===== config.mk =====
export PLATFORM = sky130hd
export DESIGN_NAME = conv_layer_input_ctrl
export DESIGN_NICKNAME = d
export VERILOG_FILES = /design/src/rtl/conv_layer_input_ctrl.sv
export SDC_FILE = /design/constraint.sdc
export NUM_CORES = 1
export LEC_CHECK = 0
export CAP_MARGIN = 30
export CELL_PAD_IN_SITES_DETAIL_PLACEMENT = 0
export CELL_PAD_IN_SITES_GLOBAL_PLACEMENT = 2
export CORE_MARGIN = 1
export CORE_UTILIZATION = 24
export CTS_CLUSTER_DIAMETER = 30
export DETAILED_ROUTE_END_ITERATION = 8
export PLACE_DENSITY = 0.69
export SLEW_MARGIN = 20
export SYNTH_ARGS = -nofsm -noshare
export SYNTH_HDL_FRONTEND = slang
export SYNTH_SLANG_ARGS = --single-unit

===== constraint.sdc =====
create_clock -name clk -period 5.2 [get_ports clk]
set_input_delay 1.04 -clock clk [delete_from_list [all_inputs] [get_ports clk]]
set_output_delay 1.04 -clock clk [all_outputs]
set_load 0.02 [all_outputs]

===== src/rtl/conv_layer_input_ctrl.sv =====
// Row-by-row image reader that fills the convolution input buffer and steps it through SHIFT/BIAS.
// Optional `CONV_INPUT_CTRL_STALL_EN adds a stall input that freezes the sequencer.
module conv_layer_input_ctrl #(
    parameter int BUFFER_ROW = 3,
    parameter int BUFFER_COL = 8,
    parameter int IMAGE_ROW  = 8,
    parameter int DATA_WIDTH = 8,
    parameter int ROW_W      = $clog2(BUFFER_ROW + 1),
    parameter int COL_W      = $clog2(BUFFER_COL + 1),
    parameter int ADDR_W     = $clog2(IMAGE_ROW * BUFFER_COL + 1)
) (
    input  logic                  clk,
    input  logic                  rst_n,
    input  logic                  start,
`ifdef CONV_INPUT_CTRL_STALL_EN
    input  logic                  stall,
`endif
    output logic                  rd_en,
    output logic [ADDR_W-1:0]     rd_addr,
    input  logic [DATA_WIDTH-1:0] rd_data,
    output logic [DATA_WIDTH-1:0] data_in,
    output logic [COL_W-1:0]      col_index,
    output logic [ROW_W-1:0]      row_index,
    output logic [ROW_W-1:0]      preload_cycle,
    output logic [2:0]            current_state,
    output logic                  done
);

    localparam int SHIFT_LEN = (BUFFER_COL - BUFFER_ROW + 1) * BUFFER_ROW;
    localparam int SH_W      = $clog2(SHIFT_LEN + 1);
    localparam int IMG_W     = $clog2(IMAGE_ROW + 1);

    localparam logic [2:0] S_IDLE  = 3'd0;
    localparam logic [2:0] S_LOAD  = 3'd1;
    localparam logic [2:0] S_SHIFT = 3'd2;
    localparam logic [2:0] S_BIAS  = 3'd3;

    logic [2:0]        state_q, state_d;
    logic [COL_W-1:0]  col_q, col_d;
    logic [IMG_W-1:0]  img_row_q, img_row_d;
    logic [ROW_W-1:0]  pre_q, pre_d;
    logic [ROW_W-1:0]  ridx_q, ridx_d;
    logic [SH_W-1:0]   sh_q, sh_d;
    logic [ADDR_W-1:0] addr_q, addr_d;

    logic [2:0]        cur_state_q;
    logic [COL_W-1:0]  col_out_q;
    logic [ROW_W-1:0]  ridx_out_q;
    logic [ROW_W-1:0]  pre_out_q;
    logic              done_q;

    logic hold;
    logic preloading;

`ifdef CONV_INPUT_CTRL_STALL_EN
    assign hold = stall;
`else
    assign hold = 1'b0;
`endif

    assign preloading = (img_row_q < IMG_W'(BUFFER_ROW));

    always_comb begin
        state_d   = state_q;
        col_d     = col_q;
        img_row_d = img_row_q;
        pre_d     = pre_q;
        ridx_d    = ridx_q;
        sh_d      = sh_q;
        addr_d    = addr_q;
        if (!hold) begin
            case (state_q)
                S_IDLE: begin
                    if (start) begin
                        state_d   = S_LOAD;
                        col_d     = '0;
                        img_row_d = '0;
                        pre_d     = '0;
                        ridx_d    = '0;
                        sh_d      = '0;
                        addr_d    = '0;
                    end
                end
                S_LOAD: begin
                    // The address runs straight through row boundaries, so it is a plain counter.
                    addr_d = addr_q + ADDR_W'(1);
                    if (col_q == COL_W'(BUFFER_COL - 1)) begin
                        col_d     = '0;
                        img_row_d = img_row_q + IMG_W'(1);
                        if (preloading && (pre_q != ROW_W'(BUFFER_ROW - 1))) begin
                            pre_d = pre_q + ROW_W'(1);
                        end else begin
                            pre_d   = '0;
                            state_d = S_SHIFT;
                            sh_d    = '0;
                            ridx_d  = '0;
                        end
                    end else begin
                        col_d = col_q + COL_W'(1);
                    end
                end
                S_SHIFT: begin
                    sh_d   = sh_q + SH_W'(1);
                    ridx_d = (ridx_q == ROW_W'(BUFFER_ROW - 1)) ? '0 : ridx_q + ROW_W'(1);
                    if (sh_q == SH_W'(SHIFT_LEN - 1)) begin
                        state_d = S_BIAS;
                        sh_d    = '0;
                    end
                end
                S_BIAS: begin
                    state_d = (img_row_q < IMG_W'(IMAGE_ROW)) ? S_LOAD : S_IDLE;
                end
                default: state_d = S_IDLE;
            endcase
        end
    end

    always_ff @(posedge clk or negedge rst_n) begin
        if (!rst_n) begin
            state_q     <= S_IDLE;
            col_q       <= '0;
            img_row_q   <= '0;
            pre_q       <= '0;
            ridx_q      <= '0;
            sh_q        <= '0;
            addr_q      <= '0;
            cur_state_q <= S_IDLE;
            col_out_q   <= '0;
            ridx_out_q  <= '0;
            pre_out_q   <= '0;
            done_q      <= 1'b0;
        end else begin
            state_q     <= state_d;
            col_q       <= col_d;
            img_row_q   <= img_row_d;
            pre_q       <= pre_d;
            ridx_q      <= ridx_d;
            sh_q        <= sh_d;
            addr_q      <= addr_d;
            // A stalled cycle is shown as IDLE so the buffer does not act on it.
            cur_state_q <= hold ? S_IDLE : state_q;
            col_out_q   <= col_q;
            ridx_out_q  <= ridx_q;
            pre_out_q   <= pre_q;
            done_q      <= (state_q == S_IDLE) && (cur_state_q == S_BIAS);
        end
    end

    assign rd_en         = (state_q == S_LOAD) && !hold;
    assign rd_addr       = rd_en ? addr_q : '0;
    assign data_in       = rd_data;
    assign col_index     = col_out_q;
    assign row_index     = ridx_out_q;
    assign preload_cycle = pre_out_q;
    assign current_state = cur_state_q;
    assign done          = done_q;

endmodule


==> impl_metrics.yaml, run 1 <==
timing:
  period_minus_slack_ps: 3440
  hold_violations: 0
  slew_viol_final: 0
  rsz0062_at_grt: "false"
  relSlewSlack_pct: 44.8
  fmax_mhz: 290
  setup_viol: 0
  clock_skew_ps: 7.95
  worstMarginPinSlew_ps: 829
  worst_slack_ps: 1760
  setup_tns_ps: 0
  finalCritPeriodShare_pct: 66.2
cts:
  clockRootBuffer: "clkbuf_8"
  clock-sinks: 37
  htreeDepth: 2
  tritoncts: "yes"
  cts.repair.resized: 0
  clk_path_buf_depth: 2
  holdBufCountCts: 0
  clock_latency_ps: 290
  numCtsBuffers: 5
  post-cts-setup-buffer-count: 0
  cts.reportedPaths.clkPinSlew_ps: 70
yosys:
  synthCells: 170
  avgSynthCellArea_sq_um: 10.8
  synth_cell_types: 41
  yosysSeqAreaShare_pct: 50.4
  async_flop_share_pct: 100
  yosys_most_used_dff: "dfrtp_1"
  synth.cell_area_sq_mm: 0.00184
  synth_most_common_cell: "dfrtp_1"
  synth_top_area_share_pct: 50.4
  yosysWarnings: 0
  synth_common_cells: "37 x dfrtp_1, 17 x nand2_1, 12 x nor2_1"
  synthTopCellsByArea: "dfrtp_1 50%, ha_1 7.5%, buf_4 3.7%, nand2_1 3.5%, xnor2_1 2.9%"
  synth_top_cell_by_area: "dfrtp_1"
  synth_edf_count: 0
  syn-num-nets: 192
  ys_ff_latch: 37
floorplan:
  dieHeight_microns: 89.5
  dieArea_sq_mm: 0.00801
  start_util_pct: 25.1
  die_x_microns: 89.5
  coreArea_sq_mm: 0.00733
  ios: 39
  rows: 31
detailed_routing:
  vias_per_cell: 4.29
  ant_nets: 0
  drtIter0Drc: 54
  drtPass1Iterations: 4
  via_count: 1228
  drt-total-wl_microns: 3410
  drc: 0
  routedWlPerCell_microns: 11.9
critical_path:
  cp_data_required_time_ps: 4160
  arrival_ps: 2400
  cpMostUsedCell: "inv_1"
  worst_setup_path_start_kind: "flop"
  worst-r2r-cell-count: 7
  cpPeakStageDelay_ps: 600
  crit_chain: "inv_1, ha_1, inv_1, nor2_1, clkdlybuf4s50_1"
  crit_type: "reg2out"
  end_kind: "output pin"
  worstPathMaxFanout: 17
  cp_slowest_cell: "clkdlybuf4s50_1"
place:
  place_worst_setup_slack_ps: 2030
  place.gp.congestion: 0.676
  port_buffers: 21
  dp_hpwl_microns: 2440
power_and_ir_drop:
  leakage_nw: 0.943
  cellPowerDensity_mw_per_mm2: 235
  vdd_drop_max_uv: 77.1
global_routing:
  grt_antenna_before_repair: 0
  grt_util_all_layers_pct: 9.76
  grt_pass1_vias: 1180
  grt_overflow: 0
  grt_start_max_net_pins: 38
  grt_first_pass_wirelength_microns: 5850
cells_and_area:
  drive_gt1_share_pct: 9.09
  utilization_pct: 29.8
  fin_nets: 208
  area_growth_pct: 18.9
  antenna_cells: 0
run_status:
  outcome: "finished clean"
min_path:
  holdPathStages: 0
  min_path_type: "reg2reg"
flow_run:
  drv_cap: 0
critical path: cells and delay by family, from the launching register on:
| kind | cells | cell delay (ps) |
|---|---|---|
| adders and majority gates | 1 | 530 |
| DFF | 1 | 440 |
| buffers and inverters | 3 | 980 |
| and+or+nand+nor | 1 | 150 |
power breakdown:
group	leakage (nW)	internal, mW	switching, mW
registers	0.477	0.288	0
logic	0.411	0.00115	0.00660
clock network	0.0542	0.120	0.0988
layout by cell type (no fill, tap or decap), drive strengths merged, types with 3 or more instances in the layout:
master,instances
nand2b,3
nor2,12
clkdlybuf4s50,20
ha,11
nand4,4
nand2,18
mux2,5
nor3,6
o31ai,4
nor4,3
clkbuf,7
mux2i,4
and2,6
o21ai,3
nand3,6
and3,3
dfrtp,37
xnor2,6
inv,7
per-stage QoR:
stage | hold slack (ps) | power, mW | std cells | instance area, sq um
finish | 432 | 0.514 | 286 | 2180
global route | 448 | 0.534 | 286 | 2180
CTS | 437 | 0.524 | 286 | 2180
detailed placement | 414 | 0.302 | 278 | 2080
global placement | 413 | 0.302 | 277 | 2070
floorplan | 377 | 0.304 | 170 | 1840
area by class of cell:
class / instances / area, sq um
clock inverter: 1 / 5.00
tap: 99 / 124
timing repair buffer: 22 / 213
fill: 757 / 5150
inverter: 7 / 26.3
clock buffer: 7 / 96.3
sequential: 37 / 926
multi-input combinational: 113 / 793
state kept, by name, indices dropped and copies added (netlist names):
signal	cells
addr_q	7
col_index	4
col_q	4
current_state	2
done	1
img_row_q	4
pre_q	2
preload_cycle	2
ridx_q	2
row_index	2
sh_q	5
state_q	2
layer usage:
| layer | vias to the layer above | track usage [%] | wire, microns |
|---|---|---|---|
| met5 | - | 0 | 0 |
| met4 | 0 | 4.62 | 75 |
| met3 | 6 | 3.23 | 179 |
| met2 | 30 | 14.6 | 1530 |
| met1 | 578 | 12.7 | 1620 |
| li1 | 614 | - | - |
final timing paths:
check / from / endpoint / slack, ps
setup / recovery: state_q[1]$_DFFE_PN0P_ / rd_addr[2] / 1760
hold / removal: pre_q[1]$_DFFE_PN0P_ / preload_cycle[1]$_DFF_PN0_ / 430
setup reg to reg: state_q[1]$_DFFE_PN0P_ / addr_q[5]$_DFFE_PN0P_ / 2870
hold reg to reg: pre_q[1]$_DFFE_PN0P_ / preload_cycle[1]$_DFF_PN0_ / 430
max in group asynchronous: rst_n / col_index[1]$_DFF_PN0_ / 3830
min in group asynchronous: rst_n / ridx_q[1]$_DFFE_PN0P_ / 850
kinds of logic after synthesis:
group	share of synthesized area, %
compound gates	7.83
xor+xnor	3.34
fa+ha+maj	7.49
buf+inv	6.40
flops	50.4
mux	5.86
other cells	0.204
simple gates	18.5
No activity file was read; power rests on OpenSTA's default activity.
==> run 2: changes to the inputs <==
==> constraint.sdc (replaced) <==
create_clock -name clk -period 3.3 [get_ports clk]
set_input_delay 0.66 -clock clk [delete_from_list [all_inputs] [get_ports clk]]
set_output_delay 0.66 -clock clk [all_outputs]
set_load 0.02 [all_outputs]
==> impl_metrics.yaml, run 2 (same netlist as run 1, synthesis figures left out) <==
critical_path:
  arrival_ps: 2100
  crit_type: "reg2out"
  cpPeakStageDelay_ps: 600
  regToRegStartpoint: "state_q[0]$_DFFE_PN0P_"
  path_buf_inv: 4
  cp_slowest_cell: "clkdlybuf4s50_1"
  end_kind: "output pin"
  crit_family: "buffers and inverters"
  cpMostUsedCell: "inv_1"
  worstPathMaxFanout: 17
  worst_setup_path_start_kind: "flop"
  crit_path_start: "state_q[1]$_DFFE_PN0P_"
  cp_data_required_time_ps: 2640
  crit_chain: "inv_1, ha_1, buf_4, inv_1, nor2_1, clkdlybuf4s50_1"
cells_and_area:
  reg.largest.list: "addr_q (7), sh_q (5)"
  largest_register_ff_count: 7
  final_cell_area_sq_mm: 0.00220
  utilization_pct: 30.1
  finalNonFillerCells: 288
  nFillCells: 769
  fin_nets: 210
  regMostFlops: "addr_q"
  mostFrequentLayoutCells: "37 x dfrtp_1, 20 x clkdlybuf4s50_1, 17 x nand2_1, 12 x nor2_1, 11 x ha_1"
  area_growth_pct: 20.0
  antenna_cells: 0
  drive_gt1_share_pct: 10.1
  final_common_cell: "dfrtp_1"
global_routing:
  grt_first_pass_wirelength_microns: 6090
  grt_start_max_net_pins: 38
  grt_overflow: 0
  grt_util_all_layers_pct: 10.2
  grt_pass1_vias: 1257
  grt_antenna_before_repair: 0
place:
  dp_hpwl_microns: 2490
  port_buffers: 21
  placed_area_sq_mm: 0.00209
  place.gp.congestion: 0.679
  dp_cells: 279
  place_worst_setup_slack_ps: 791
floorplan:
  dieArea_sq_mm: 0.00801
  rows: 31
  coreArea_sq_mm: 0.00733
  start_util_pct: 25.1
  dieHeight_microns: 89.5
  ios: 39
  die_x_microns: 89.5
timing:
  worstMarginPinSlew_ps: 535
  slew_viol_final: 0
  hold_ws_ps: 296
  fmax_mhz: 363
  finalCritPeriodShare_pct: 83.5
  period_minus_slack_ps: 2760
  hold_violations: 0
  rsz0062_at_grt: "false"
  relSlewSlack_pct: 64.1
  worst_slack_ps: 543
  setup_tns_ps: 0
  clock_skew_ps: 5.60
  setup_viol: 0
power_and_ir_drop:
  vdd_drop_max_uv: 104
  cellPowerDensity_mw_per_mm2: 357
  leakage_nw: 0.950
  fin_total_pwr_mw: 0.786
cts:
  htreeDepth: 2
  numCtsBuffers: 5
  tritoncts: "yes"
  cts.repair.resized: 0
  post-cts-setup-buffer-count: 0
  clk_path_buf_depth: 2
  clockRootBuffer: "clkbuf_8"
  cts.reportedPaths.clkPinSlew_ps: 80
  clock-sinks: 37
  holdBufCountCts: 0
  clock_latency_ps: 290
detailed_routing:
  via_count: 1251
  drtIter0Drc: 52
  drtPass1Iterations: 4
  drc: 0
  ant_nets: 0
  routedWlPerCell_microns: 12.5
  drt-total-wl_microns: 3600
  vias_per_cell: 4.34
flow_run:
  drv_cap: 0
run_status:
  outcome: "finished clean"
min_path:
  min_path_type: "in2async"
[run 2: cell count changes in the layout (fill, tap and decap cells not counted), sizes merged]
cell,change
buf,+2
clkbuf,-2
clkinv,+1
clkinvlp,+1
[run 2: worst paths after layout]
check                           depth (start not counted)  slack [ps]                          to
worst max-delay path                                    6         540                  rd_addr[2]
worst min-delay path                                    1         300       ridx_q[1]$_DFFE_PN0P_
worst max register to register                          6        1200       ridx_q[1]$_DFFE_PN0P_
worst min register to register                          0         430  preload_cycle[1]$_DFF_PN0_
max in group asynchronous                               2        2550       addr_q[1]$_DFFE_PN0P_
min in group clk                                        0         430  preload_cycle[1]$_DFF_PN0_
[run 2: layer usage]
metal  vias to the layer above  part of all wire (%)  global-route usage, %
met4                         0                   1.7                   4.18
met5                         -                     0                      0
li1                        614                     -                      -
met3                         6                   4.1                   2.95
met2                        23                    46                   16.1
met1                       608                    48                   13.1
[run 2: final cells by class]
| type | instances | area, sq um | share of cell area, % |
|---|---|---|---|
| clock buffer | 5 | 68.8 | 3.12 |
| clock inverter | 3 | 17.5 | 0.795 |
| inverter | 7 | 26.3 | 1.19 |
| multi-input combinational | 113 | 793 | 36.0 |
| sequential | 37 | 926 | 42.0 |
| tap | 99 | 124 | 5.62 |
| timing repair buffer | 24 | 248 | 11.2 |
[run 2: report_power, final]
| part | total (mW) | internal (mW) | switching, mW |
|---|---|---|---|
| clock network | 0.317 | 0.146 | 0.171 |
| logic | 0.0163 | 0.00510 | 0.0112 |
| registers | 0.453 | 0.453 | 0 |
| total | 0.786 | 0.604 | 0.182 |
==> run 3: changes to the inputs <==
--- a/config.mk
+++ b/config.mk
@@ -12,7 +12,7 @@
 export CORE_UTILIZATION = 24
 export CTS_CLUSTER_DIAMETER = 30
 export DETAILED_ROUTE_END_ITERATION = 8
-export PLACE_DENSITY = 0.69
+export PLACE_DENSITY = 0.71
 export SLEW_MARGIN = 20
 export SYNTH_ARGS = -nofsm -noshare
 export SYNTH_HDL_FRONTEND = slang
==> constraint.sdc (replaced) <==
create_clock -name clk -period 2.2 [get_ports clk]
set_input_delay 0.44 -clock clk [delete_from_list [all_inputs] [get_ports clk]]
set_output_delay 0.44 -clock clk [all_outputs]
set_load 0.02 [all_outputs]
==> impl_metrics.yaml, run 3 (same netlist as run 1, synthesis figures left out) <==
critical_path:
  crit_type: "reg2out"
  cp_data_required_time_ps: 1760
  cpPeakStageDelay_ps: 380
  reg2reg_slack_ps: 220
  r2r_end: "sh_q[3]$_DFFE_PN0P_"
  worstPathMaxFanout: 9
  worst-r2r-cell-count: 8
  cp_slowest_cell: "dfrtp_1"
  regToRegStartpoint: "state_q[0]$_DFFE_PN0P_"
  path_buf_inv: 3
  arrival_ps: 1610
  crit_chain: "inv_1, ha_1, buf_4, and2_1, dlygate4sd2_1"
  crit_family: "buffers and inverters"
  worst_setup_path_start_kind: "flop"
  end_kind: "output pin"
cells_and_area:
  final_common_cell: "dfrtp_1"
  reg.largest.list: "addr_q (7), sh_q (5)"
  area_growth_pct: 22.2
  mostFrequentLayoutCells: "37 x dfrtp_1, 17 x nand2_1, 12 x nor2_1, 12 x clkdlybuf4s50_1, 11 x ha_1"
  drive_gt1_share_pct: 13.8
  antenna_cells: 0
  largest_register_ff_count: 7
  regMostFlops: "addr_q"
  fin_nets: 217
flow_run:
  drv_cap: 0
cts:
  htreeDepth: 2
  clock-sinks: 37
  cts.repair.resized: 8
  cts.reportedPaths.clkPinSlew_ps: 70
  tritoncts: "yes"
  numCtsBuffers: 5
  post-cts-setup-buffer-count: 0
  clockRootBuffer: "clkbuf_8"
  holdBufCountCts: 0
  clock_latency_ps: 290
  clk_path_buf_depth: 2
timing:
  hold_violations: 0
  finalCritPeriodShare_pct: 93.1
  rsz0062_at_grt: "false"
  setup_tns_ps: 0
  period_minus_slack_ps: 2050
  setup_viol: 0
  fmax_mhz: 488
  clock_skew_ps: 5.33
  slew_viol_final: 0
floorplan:
  ios: 39
  start_util_pct: 25.1
  rows: 31
  dieArea_sq_mm: 0.00801
  die_x_microns: 89.5
  dieHeight_microns: 89.5
  coreArea_sq_mm: 0.00733
detailed_routing:
  via_count: 1250
  drtIter0Drc: 45
  drtPass1Iterations: 4
  drt-total-wl_microns: 3600
  drc: 0
  vias_per_cell: 4.24
  ant_nets: 0
  routedWlPerCell_microns: 12.2
power_and_ir_drop:
  fin_total_pwr_mw: 1.22
  cellPowerDensity_mw_per_mm2: 546
  leakage_nw: 1.03
  vdd_drop_max_uv: 180
global_routing:
  grt_first_pass_wirelength_microns: 6010
  grt_use_met3_pct: 2.12
  grt_pass1_vias: 1196
  grt_overflow: 0
  grt_antenna_before_repair: 0
  grt_busiest_layer: "met2"
  grt_util_met2_pct: 15.8
  met1_usage_pct: 13.3
  grt_util_all_layers_pct: 10.2
  grt_start_max_net_pins: 23
place:
  port_buffers: 21
  dp_hpwl_microns: 2750
  place.gp.congestion: 0.668
min_path:
  min_path_type: "in2async"
run_status:
  outcome: "finished clean"
==> run 3: cell types whose count changed in the layout (fill, tap and decap cells not counted), sizes merged <==
cell,delta
clkinvlp,-1
clkdlybuf4s50,-8
dlygate4sd2,+8
clkinv,-1
clkbuf,+2
buf,+7
==> run 3: layout make-up <==
class | count | area [sq um]
Clock inverter | 1 | 5.00
Multi-Input combinational cell | 113 | 797
Inverter | 7 | 26.3
Sequential cell | 37 | 926
Fill cell | 754 | 5090
Tap cell | 99 | 124
Timing Repair Buffer | 31 | 270
Clock buffer | 7 | 96.3
==> run 3: layer usage <==
| metal | part of all wire [%] | up-vias | routed length [microns] |
|---|---|---|---|
| met5 | 0 | - | 0 |
| met4 | 2.1 | 0 | 76 |
| met3 | 3.1 | 8 | 111 |
| met2 | 45 | 25 | 1630 |
| met1 | 50 | 591 | 1790 |
| li1 | - | 626 | - |
==> run 3: worst max path at each step <==
stage | startpoint | end | slack, ps | depth (start not counted)
6_report | state_q[1]$_DFFE_PN0P_ | rd_addr[5] | 150 | 5
5_1_grt | state_q[1]$_DFFE_PN0P_ | rd_addr[4] | 50 | 5
4_1_cts | state_q[1]$_DFFE_PN0P_ | rd_addr[5] | 120 | 5
3_5_place_dp | start | sh_q[1]$_DFFE_PN0P_ | 100 | 5
3_3_place_gp | start | sh_q[1]$_DFFE_PN0P_ | 120 | 5
2_1_floorplan | state_q[1]$_DFFE_PN0P_ | rd_addr[0] | 370 | 4
==> run 3: per-stage QoR <==
| step | util (%) | instance area, sq um | setup WS [ps] | cells | hold WS, ps |
|---|---|---|---|---|---|
| final | 30.6 | 2240 | 153 | 295 | 104 |
| after global placement | 29.3 | 2150 | 123 | 287 | 408 |
| after detailed placement | 29.3 | 2150 | 102 | 287 | 415 |
| after floorplan | - | 1840 | 373 | 170 | 144 |
| after CTS | 30.6 | 2240 | 122 | 295 | 128 |
| after global routing | 30.6 | 2240 | 55.0 | 295 | 130 |
==> run 3: where the power goes <==
group | internal [mW] | leakage [nW] | switching, mW
registers | 0.680 | 0.477 | 0
logic | 0.00500 | 0.495 | 0.0163
clock network | 0.283 | 0.0542 | 0.241
total | 0.968 | 1.03 | 0.257
